===== config.mk =====
export PLATFORM = sky130hd
export DESIGN_NAME = hazard_redirect_ctrl_flat
export DESIGN_NICKNAME = d
export VERILOG_FILES = /design/src/rtl/hazard_redirect_ctrl_if.sv /design/src/rtl/hazard_redirect_ctrl.sv /design/src/flat_wrapper.sv
export SDC_FILE = /design/constraint.sdc
export NUM_CORES = 1
export LEC_CHECK = 0
export ABC_AREA = 1
export BUFFER_PORTS_ARGS = -buffer_cell sky130_fd_sc_hd__buf_2
export CORE_AREA = 2 2 39 41
export DETAILED_ROUTE_END_ITERATION = 16
export DIE_AREA = 0 0 41 43
export MAX_ROUTING_LAYER = met4
export PLACE_DENSITY = 0.58
export SYNTH_ARGS = -nofsm -noshare
export SYNTH_HDL_FRONTEND = slang
export SYNTH_SLANG_ARGS = --single-unit

===== constraint.sdc =====
create_clock -name clk -period 0.8 [get_ports clk]
set_input_delay 0.04 -clock clk [delete_from_list [all_inputs] [get_ports clk]]
set_output_delay 0.04 -clock clk [all_outputs]
set_load 0.1 [all_outputs]

===== src/rtl/hazard_redirect_ctrl_if.sv =====
// rtl/hazard_redirect_ctrl_if.sv - pipeline hazard signals between datapath and hazard_redirect_ctrl
interface hazard_redirect_ctrl_if #(parameter int REG_W = 4);
  logic             validE;
  logic             jumpE;
  logic             branchE;
  logic             negative;
  logic             memReadE;
  logic [REG_W-1:0] rdE;
  logic [REG_W-1:0] rs1D;
  logic [REG_W-1:0] rs2D;
  logic             memBusyM;
  logic             pcSrcE;
  logic             stallF;
  logic             stallD;
  logic             stallE;
  logic             flushD;
  logic             flushE;

  modport master (
    output validE, jumpE, branchE, negative, memReadE, rdE, rs1D, rs2D, memBusyM,
    input  pcSrcE, stallF, stallD, stallE, flushD, flushE
  );

  modport slave (
    input  validE, jumpE, branchE, negative, memReadE, rdE, rs1D, rs2D, memBusyM,
    output pcSrcE, stallF, stallD, stallE, flushD, flushE
  );
endinterface


===== src/rtl/hazard_redirect_ctrl.sv =====
// rtl/hazard_redirect_ctrl.sv - execute-stage redirect, load-use stall and memory freeze sequencer
// Optional CTRL_STATS_EN adds redirCnt/luStallCnt/memStallCnt event counters.
module hazard_redirect_ctrl #(
  parameter int REG_W       = 4,
  parameter int FLUSH_EXTRA = 0,
  parameter int LOAD_LAT    = 1
) (
  input  logic                 clk,
  input  logic                 reset,
  hazard_redirect_ctrl_if.slave bus
`ifdef CTRL_STATS_EN
  ,
  output logic [31:0]          redirCnt,
  output logic [31:0]          luStallCnt,
  output logic [31:0]          memStallCnt
`endif
);

  typedef enum logic [1:0] {RUN, REDIR, LUSTALL, MEMWAIT} state_t;

  state_t     state_q, state_d;
  logic [2:0] cnt_q, cnt_d;
  logic       take_e;
  logic       load_use;
  logic       lu_evt;

  always_comb begin
    state_d      = state_q;
    cnt_d        = cnt_q;
    lu_evt       = 1'b0;
    bus.pcSrcE   = 1'b0;
    bus.stallF   = 1'b0;
    bus.stallD   = 1'b0;
    bus.stallE   = 1'b0;
    bus.flushD   = 1'b0;
    bus.flushE   = 1'b0;
    take_e   = bus.validE & (bus.jumpE | (bus.branchE & ~bus.negative));
    load_use = bus.validE & bus.memReadE & (bus.rdE != {REG_W{1'b0}}) &
               ((bus.rdE == bus.rs1D) | (bus.rdE == bus.rs2D));

    if (!reset) begin
      bus.flushD = 1'b1;
      bus.flushE = 1'b1;
      state_d    = RUN;
      cnt_d      = 3'd0;
    end else begin
      case (state_q)
        REDIR: begin
          bus.flushD = 1'b1;
          if (bus.memBusyM) begin
            bus.stallF = 1'b1;
            bus.stallD = 1'b1;
            bus.stallE = 1'b1;
          end else begin
            cnt_d = cnt_q - 3'd1;
            if (cnt_q == 3'd1) state_d = RUN;
          end
        end
        LUSTALL: begin
          lu_evt     = 1'b1;
          bus.stallF = 1'b1;
          bus.stallD = 1'b1;
          // Under a memory freeze the bubble is held rather than re-inserted.
          if (bus.memBusyM) begin
            bus.stallE = 1'b1;
          end else begin
            bus.flushE = 1'b1;
            cnt_d      = cnt_q - 3'd1;
            if (cnt_q == 3'd1) state_d = RUN;
          end
        end
        default: begin
          // MEMWAIT resolves the held E instruction with RUN rules once memory is ready.
          if (bus.memBusyM) begin
            bus.stallF = 1'b1;
            bus.stallD = 1'b1;
            bus.stallE = 1'b1;
            state_d    = MEMWAIT;
          end else if (take_e) begin
            bus.pcSrcE = 1'b1;
            bus.flushD = 1'b1;
            bus.flushE = 1'b1;
            state_d    = (FLUSH_EXTRA > 0) ? REDIR : RUN;
            cnt_d      = 3'(FLUSH_EXTRA);
          end else if (load_use) begin
            lu_evt     = 1'b1;
            bus.stallF = 1'b1;
            bus.stallD = 1'b1;
            bus.flushE = 1'b1;
            state_d    = (LOAD_LAT > 1) ? LUSTALL : RUN;
            cnt_d      = 3'(LOAD_LAT - 1);
          end else begin
            state_d = RUN;
          end
        end
      endcase
    end
  end

  always_ff @(posedge clk) begin
    if (!reset) begin
      state_q <= RUN;
      cnt_q   <= 3'd0;
    end else begin
      state_q <= state_d;
      cnt_q   <= cnt_d;
    end
  end

`ifdef CTRL_STATS_EN
  logic [31:0] redir_cnt_q, redir_cnt_d;
  logic [31:0] lu_cnt_q, lu_cnt_d;
  logic [31:0] mem_cnt_q, mem_cnt_d;

  always_comb begin
    redir_cnt_d = redir_cnt_q + {31'd0, bus.pcSrcE};
    lu_cnt_d    = lu_cnt_q + {31'd0, lu_evt};
    mem_cnt_d   = mem_cnt_q + {31'd0, bus.memBusyM};
  end

  always_ff @(posedge clk) begin
    if (!reset) begin
      redir_cnt_q <= 32'd0;
      lu_cnt_q    <= 32'd0;
      mem_cnt_q   <= 32'd0;
    end else begin
      redir_cnt_q <= redir_cnt_d;
      lu_cnt_q    <= lu_cnt_d;
      mem_cnt_q   <= mem_cnt_d;
    end
  end

  assign redirCnt    = redir_cnt_q;
  assign luStallCnt  = lu_cnt_q;
  assign memStallCnt = mem_cnt_q;
`endif

endmodule

===== src/flat_wrapper.sv =====
// flat-port wrapper written by rule: the top's interface ports become plain ports
module hazard_redirect_ctrl_flat 
#(
  parameter int REG_W       = 4,
  parameter int FLUSH_EXTRA = 0,
  parameter int LOAD_LAT    = 1
)
  (clk, reset, bus_validE, bus_jumpE, bus_branchE, bus_negative, bus_memReadE, bus_rdE, bus_rs1D, bus_rs2D, bus_memBusyM, bus_pcSrcE, bus_stallF, bus_stallD, bus_stallE, bus_flushD, bus_flushE);
  hazard_redirect_ctrl_if #(.REG_W(REG_W)) bus_i ();
  input  logic clk;
  input  logic reset;
  input wire logic [$bits(bus_i.validE)-1:0] bus_validE;
  input wire logic [$bits(bus_i.jumpE)-1:0] bus_jumpE;
  input wire logic [$bits(bus_i.branchE)-1:0] bus_branchE;
  input wire logic [$bits(bus_i.negative)-1:0] bus_negative;
  input wire logic [$bits(bus_i.memReadE)-1:0] bus_memReadE;
  input wire logic [$bits(bus_i.rdE)-1:0] bus_rdE;
  input wire logic [$bits(bus_i.rs1D)-1:0] bus_rs1D;
  input wire logic [$bits(bus_i.rs2D)-1:0] bus_rs2D;
  input wire logic [$bits(bus_i.memBusyM)-1:0] bus_memBusyM;
  output wire logic [$bits(bus_i.pcSrcE)-1:0] bus_pcSrcE;
  output wire logic [$bits(bus_i.stallF)-1:0] bus_stallF;
  output wire logic [$bits(bus_i.stallD)-1:0] bus_stallD;
  output wire logic [$bits(bus_i.stallE)-1:0] bus_stallE;
  output wire logic [$bits(bus_i.flushD)-1:0] bus_flushD;
  output wire logic [$bits(bus_i.flushE)-1:0] bus_flushE;
  assign bus_i.validE = bus_validE;
  assign bus_i.jumpE = bus_jumpE;
  assign bus_i.branchE = bus_branchE;
  assign bus_i.negative = bus_negative;
  assign bus_i.memReadE = bus_memReadE;
  assign bus_i.rdE = bus_rdE;
  assign bus_i.rs1D = bus_rs1D;
  assign bus_i.rs2D = bus_rs2D;
  assign bus_i.memBusyM = bus_memBusyM;
  assign bus_pcSrcE = bus_i.pcSrcE;
  assign bus_stallF = bus_i.stallF;
  assign bus_stallD = bus_i.stallD;
  assign bus_stallE = bus_i.stallE;
  assign bus_flushD = bus_i.flushD;
  assign bus_flushE = bus_i.flushE;
  hazard_redirect_ctrl #(.REG_W(REG_W), .FLUSH_EXTRA(FLUSH_EXTRA), .LOAD_LAT(LOAD_LAT)) u_core (.clk(clk), .reset(reset), .bus(bus_i));
endmodule

# Word-level counts from Yosys, hierarchy flattened
# Index checks and enable logic that the tools add are counted.
dict set report word_totals {
  word_cells 51
  out_inout_bits 6
  register_bits 5
  input_bits 20
}
dict set report classes {
  mux 27
  n_eq_ne 7
  bitwise 9
  addsub 1
  n_reduce_logical 5
}
# cell n
set op_table {}
lappend op_table {{1-bit 2-to-1 mux} 15}
lappend op_table {{3-bit 2-to-1 mux} 5}
lappend op_table {{4-bit == test} 2}
lappend op_table {{2-bit 2-to-1 mux} 4}
lappend op_table {{1-bit case mux with 2 select lines} 3}
lappend op_table {{1-bit AND} 5}
lappend op_table {{2-bit AND reduction} 2}
lappend op_table {{4-bit nonzero test} 1}
lappend op_table {{3-bit by 1-bit == test with 1-bit output, second input constant} 1}
lappend op_table {{3-bit nonzero test} 1}
lappend op_table {{3-bit by 1-bit subtractor with 3-bit output, second input constant} 1}
lappend op_table {{2-bit by 1-bit == test with 1-bit output, second input constant} 1}
lappend op_table {{2-bit == test, second input constant} 1}
lappend op_table {{2-bit by 1-bit != test with 1-bit output, second input constant} 1}
lappend op_table {{2-bit != test, second input constant} 1}
lappend op_table {{1-bit NOT} 2}
lappend op_table {{1-bit OR} 2}
lappend op_table {{2-bit OR reduction} 1}

# Logic depth before layout (Yosys ltp)
# Gate-level depths: netlist (run 1).
dict set report logic_depth {
  depth_word 8
  ltp_mapped 9
  mapped_depth_nobuf 8
}

# Worst setup path before layout (run 1)
# OpenSTA, ideal clock, no wires.
dict set report synth_timing {
  kind {input -> output}
  startpoint {input port bus_branchE}
  endpoint {output port bus_flushE}
  path_stages 7
  path_buffers 0
  slack_ns -1.103
  t_required_ns 0.760
  arrival_time_ns 1.863
  path_cell_list {inv_1 -> o21bai_2 -> and2_1 -> nand2_1 -> nand2_1 -> clkinv_1 -> nand2_1}
}
dict set report synth_between {
  elab_chain_len 7
}
# item line
set synth_lines {}
lappend synth_lines {{start: declaration} flat_wrapper.sv:14} ;# input wire logic [$bits(bus_i.branchE)-1:0] bus_branchE;
lappend synth_lines {{1-bit AND} hazard_redirect_ctrl.sv:37} ;# take_e = bus.validE & (bus.jumpE | (bus.branchE & ~bus.negative));
lappend synth_lines {{1-bit OR} hazard_redirect_ctrl.sv:37}
lappend synth_lines {{1-bit AND} hazard_redirect_ctrl.sv:37}
lappend synth_lines {{1-bit 2-to-1 mux} hazard_redirect_ctrl.sv:79} ;# end else if (take_e) begin
lappend synth_lines {{1-bit 2-to-1 mux} hazard_redirect_ctrl.sv:74} ;# if (bus.memBusyM) begin
lappend synth_lines {{1-bit case mux with 2 select lines} hazard_redirect_ctrl.sv:47} ;# case (state_q)
lappend synth_lines {{1-bit 2-to-1 mux} hazard_redirect_ctrl.sv:41} ;# if (!reset) begin
lappend synth_lines {{end: declaration} flat_wrapper.sv:26} ;# output wire logic [$bits(bus_i.flushE)-1:0] bus_flushE;
# Every way passes these cells.

# Worst setup path after layout (run 1)
dict set report layout_timing {
  startpoint {input port bus_rs1D[3]}
  endpoint {output port bus_stallD}
}
dict set report layout_between {
  elab_chain_len 8
}
# item line
set layout_lines {}
lappend layout_lines {{start: declaration} flat_wrapper.sv:18} ;# input wire logic [$bits(bus_i.rs1D)-1:0] bus_rs1D;
lappend layout_lines {{4-bit == test} hazard_redirect_ctrl.sv:39} ;# ((bus.rdE == bus.rs1D) | (bus.rdE == bus.rs2D));
lappend layout_lines {{1-bit OR} hazard_redirect_ctrl.sv:39}
lappend layout_lines {{1-bit AND} hazard_redirect_ctrl.sv:38} ;# load_use = bus.validE & bus.memReadE & (bus.rdE != {REG_W{1'b0}}) &
lappend layout_lines {{1-bit 2-to-1 mux} hazard_redirect_ctrl.sv:85} ;# end else if (load_use) begin
lappend layout_lines {{1-bit 2-to-1 mux} hazard_redirect_ctrl.sv:79}
lappend layout_lines {{1-bit 2-to-1 mux} hazard_redirect_ctrl.sv:74}
lappend layout_lines {{1-bit case mux with 2 select lines} hazard_redirect_ctrl.sv:47}
lappend layout_lines {{1-bit 2-to-1 mux} hazard_redirect_ctrl.sv:41}
lappend layout_lines {{end: declaration} flat_wrapper.sv:23} ;# output wire logic [$bits(bus_i.stallD)-1:0] bus_stallD;
# Every way passes these cells.

==> results of run 1 <==
[logic make-up (layout without fill, tap and decap cells)]
family,Yosys count,in the layout,share of synthesized area (%)
and+or+nand+nor,43,43,65.5
AOI/OAI and AO/OA,2,2,6.80
buffers and inverters,18,44,27.7
[cells in the mapped netlist]
cell type	instances
o21bai_2	1
nand3_1	2
buf_4	1
a31oi_1	1
inv_1	12
nor2_2	1
clkinv_1	1
nand2_1	33
nor2_1	6
and2_1	1
inv_2	4
[report_power, final]
part           internal, mW  total, mW  switching [mW]
Sequential                0          0               0
Combinational         0.230      0.518           0.288
Clock                     0          0               0
Total                 0.230      0.518           0.288
[worst min-delay path, delay by kind of cell]
| kind | cells | cell delay [ns] |
|---|---|---|
| and+or+nand+nor | 1 | 0.06 |
| buffers and inverters | 3 | 0.39 |
[metrics by stage]
step	setup TNS (ns)	power, mW
after floorplan	-0.303	0.283
after global placement	-0.790	0.439
after detailed placement	-0.832	0.445
after CTS	-0.509	0.500
after global routing	-0.655	0.547
final	-0.420	0.518
[final cells by class]
type | instances | area (sq um) | area share [%]
multi-input cells | 45 | 309 | 40.7
repair buffers | 27 | 329 | 43.3
inverters | 17 | 101 | 13.3
well taps | 16 | 20.0 | 2.64
[repair_timing]
item,in CTS,in global routing
resized for setup,21,12
pin swaps,13,15
endpoints found under the setup margin,5,5
[per-layer routing]
layer	track usage, %	share of wire, %	routed length [um]
met1	10.4	30	235
met2	20.0	63	492
met3	0	6.8	53
met4	0	0	0
met5	-	0	0
[worst paths after layout]
path | endpoint | slack (ns) | start | cells after the start
max | bus_stallD | -0.14 | bus_rs1D[3] | 10
min | bus_flushD | 0.53 | reset | 4
==> flow_metrics.tcl, run 1 <==
set metrics [dict create \
    layout_commonest_cell "nand2_1" \
    crit_chain "buf_8 -> inv_8 -> nand2_2 -> nand2_1 -> nor2_1 -> nand2_1 -> nand2_2 -> nand3_4 -> nand2_8 -> buf_12" \
    grt_pass1_vias 364 \
    seq_cell_count 0 \
    fp.dieW_um 41 \
    routedWlPerCell_um 7.43 \
    nets 111 \
    syn_area_per_cell_sq_um 4.09 \
    cp_data_arrival_time_ns 0.90 \
    ir_worst_vdd_uv 237 \
    die_h_um 43 \
    synth_top_cells_by_area "nand2_1 (48%), inv_1 (17%), nor2_1 (8.7%), inv_2 (5.8%), o21bai_2 (4.4%)" \
    drive_gt1_share_pct 60.7 \
    ant_nets 0 \
    maxSlewHeadroom_pct 80.1 \
    clockBufferCount 0 \
    powerDensity_mw_per_mm2 683 \
    first_pass_iters 1 \
    rsz0062_at_grt "true" \
    violations "setup timing" \
    cp-end-kind "output pin" \
    die_area_sq_mm 0.00176 \
    outcome "complete, but fails checks" \
    cp_top_family "simple AND/OR/NAND/NOR gates" \
    overflow 0 \
    fin_ws_ns -0.143 \
    hold_class "in2out" \
    row_count 14 \
    area_growth_pct 195 \
    path_buf_inv 3 \
    initial_core_util_pct 18.6 \
    place_congestion 0.698 \
    fmax_ghz 1.06 \
    port_buffers 25 \
    placed_cell_area_sq_um 619 \
    final_cell_mix "nand2_1 (22), inv_1 (8)" \
    seqCellArea_sq_um 0 \
    grt_max_degree 5 \
    slew_viol_final 0 \
    ctsHoldBuffers 0 \
    diodes 0 \
    grtUsageTotal_pct 9.93 \
    post-route-cell-area_sq_um 759 \
    required_ns 0.76 \
    maxCapViolCount 0 \
    vias 434 \
    postSynthCellCount 63 \
    fin_crit_sh_pct 118 \
    vias_per_cell 4.13 \
    initialDrtViolationCount 0 \
    grt_pass1_wl_mm 1.28 \
    ys_warn_count 0 \
    synth_largest_area_cell "nand2_1" \
    crit_fanout 2 \
    synth_top_area_share_pct 48.1 \
    power_leakage_nw 0.403 \
    crit_type "in2out" \
    critPathMaxStageDelay_ns 0.17 \
    ys_types 11 \
    syn_area_sq_um 258 \
    worst_pin_slew_ns 0.298 \
    drc 0 \
    ios 26 \
    fin_crit_ns 0.943 \
    drt-total-wl_um 780 \
    post-dp-hpwl_um 696 \
    instances_no_fill 105 \
    setup_viol_count_final 4 \
    worst_hold_slack_ns 0.530 \
    core_area_sq_mm 0.00138 \
    final_core_util_pct 54.9 \
    synth_nets 83 \
    dpl.cell_count 105 \
    n_fill_cell 140 \
    dp_slack_ns -0.290 \
    start_kind "input port" \
    yosysSeqAreaShare_pct 0 \
    hold_viol_final 0 \
    crit_path_top_delay_cell "buf_12" \
    postCtsSetupRepairBufs 0 \
    antenna_found_initial 0 \
]
Power figures use the tool's default switching activity.
==> run 2, diff against run 1 <==
- BUFFER_PORTS_ARGS: -buffer_cell sky130_fd_sc_hd__buf_2 -> -buffer_cell sky130_fd_sc_hd__buf_4
==> run 2 against run 1 <==
Against the previous run: the run still ends with setup timing left; sequential share of layout area unchanged; wire length down 0.90%; final cell count down 0.95%; count of clock-buffer cells in the layout unchanged; die area unchanged; via count down 3.9%; first-iteration DRC count unchanged; total power down 0.82%; largest cell class is now multi-input gates; highest routed layer unchanged.
==> flow_metrics.tcl, run 2 (synthesis results as in run 1) <==
set metrics [dict create \
    power.total_mw 0.514 \
    die_area_sq_mm 0.00176 \
    dpl.cell_count 104 \
    nets 110 \
    grt_max_degree 5 \
    maxCapViolCount 0 \
    required_ns 0.76 \
    worst_pin_slew_ns 0.312 \
    routedWlPerCell_um 7.43 \
    grt_pass1_wl_mm 1.13 \
    layout_commonest_cell "nand2_1" \
    grt_pass1_vias 331 \
    setup_viol_count_final 4 \
    powerDensity_mw_per_mm2 688 \
    holdCritStartpoint "reset" \
    diodes 0 \
    fmax_ghz 1.06 \
    clockBufferCount 0 \
    grtUsageTotal_pct 8.80 \
    hold_viol_final 0 \
    hold_class "in2out" \
    seq_cell_count 0 \
    area_growth_pct 190 \
    maxSlewHeadroom_pct 79.1 \
    start_kind "input port" \
    worst_hold_slack_ns 0.507 \
    slew_viol_final 0 \
    power_leakage_nw 0.394 \
    final_cell_mix "nand2_1 (21), buf_4 (11), nand2_2 (8)" \
    post-dp-hpwl_um 660 \
    vias 417 \
    cp-end-kind "output pin" \
    crit_type "in2out" \
    initial_core_util_pct 18.6 \
    cp_data_arrival_time_ns 0.91 \
    row_count 14 \
    antenna_found_initial 0 \
    fin_ws_ns -0.146 \
    fin_crit_sh_pct 118 \
    ir_worst_vdd_uv 254 \
    port_buffers 25 \
    drc 0 \
    postCtsSetupRepairBufs 0 \
    post-route-cell-area_sq_um 747 \
    seqCellArea_sq_um 0 \
    outcome "complete, but fails checks" \
    place_congestion 0.732 \
    ctsHoldBuffers 0 \
    crit_fanout 4 \
    first_pass_iters 1 \
    cp-startpoint "bus_rdE[0]" \
    dp_slack_ns -0.360 \
    rsz0062_at_grt "true" \
    ant_nets 0 \
    placed_cell_area_sq_um 584 \
    fp.dieW_um 41 \
    vias_per_cell 4.01 \
    drive_gt1_share_pct 62.5 \
    instances_no_fill 104 \
    overflow 0 \
    die_h_um 43 \
    violations "setup timing" \
    ios 26 \
    drt-total-wl_um 773 \
    initialDrtViolationCount 0 \
    fin_crit_ns 0.946 \
    core_area_sq_mm 0.00138 \
]
-- run 2: changes by cell type in the layout (fill, tap and decap cells not counted), sizes merged --
cell,change
buf,-1
-- run 2: area by class of cell --
type,count,area (sq um)
Fill cell,142,637
Multi-Input combinational cell,45,312
Timing Repair Buffer,26,312
Inverter,17,104
Tap cell,16,20.0
-- run 2: path summary, 6_finish.rpt --
check | end | slack (ns) | cells after the start
hold / removal | bus_pcSrcE | 0.51 | 4
setup / recovery | bus_stallF | -0.15 | 10
-- run 2: power breakdown --
part | total (mW) | leakage (nW) | switching, mW | internal [mW]
clock network | 0 | 0 | 0 | 0
registers | 0 | 0 | 0 | 0
logic | 0.514 | 0.394 | 0.289 | 0.226
-- run 2: stage by stage --
step,utilization [%],TNS (ns)
global placement,42.2,-1.19
finish,54.0,-0.439
global route,54.0,-0.643
detailed placement,42.2,-1.20
CTS,52.4,-0.459
floorplan,-,-0.303
-- run 2: timing repair --
action | 4_1_cts | 5_1_grt
endpoints found under the hold margin | 0 | 0
setup endpoints to repair | 6 | 5
pin swaps | 13 | 10
resized for setup | 35 | 8
-- run 2: worst max-delay path, stage by stage --
cell and delay [ns]:
buf_6 0.10, inv_8 0.03, nand2_1 0.04, nand2_1 0.05
nor2_1 0.10, nand2_1 0.07, nand2_2 0.11, nand3_4 0.10
nand2_8 0.09, buf_12 0.17
-- run 2: layer usage --
| layer | up-vias | global-route usage (%) | routed length, um |
|---|---|---|---|
| met2 | 14 | 17.5 | 461 |
| met1 | 175 | 9.49 | 257 |
| li1 | 228 | - | - |
| met5 | - | - | 0 |
| met3 | 0 | 0 | 54 |
| met4 | 0 | 0 | 0 |
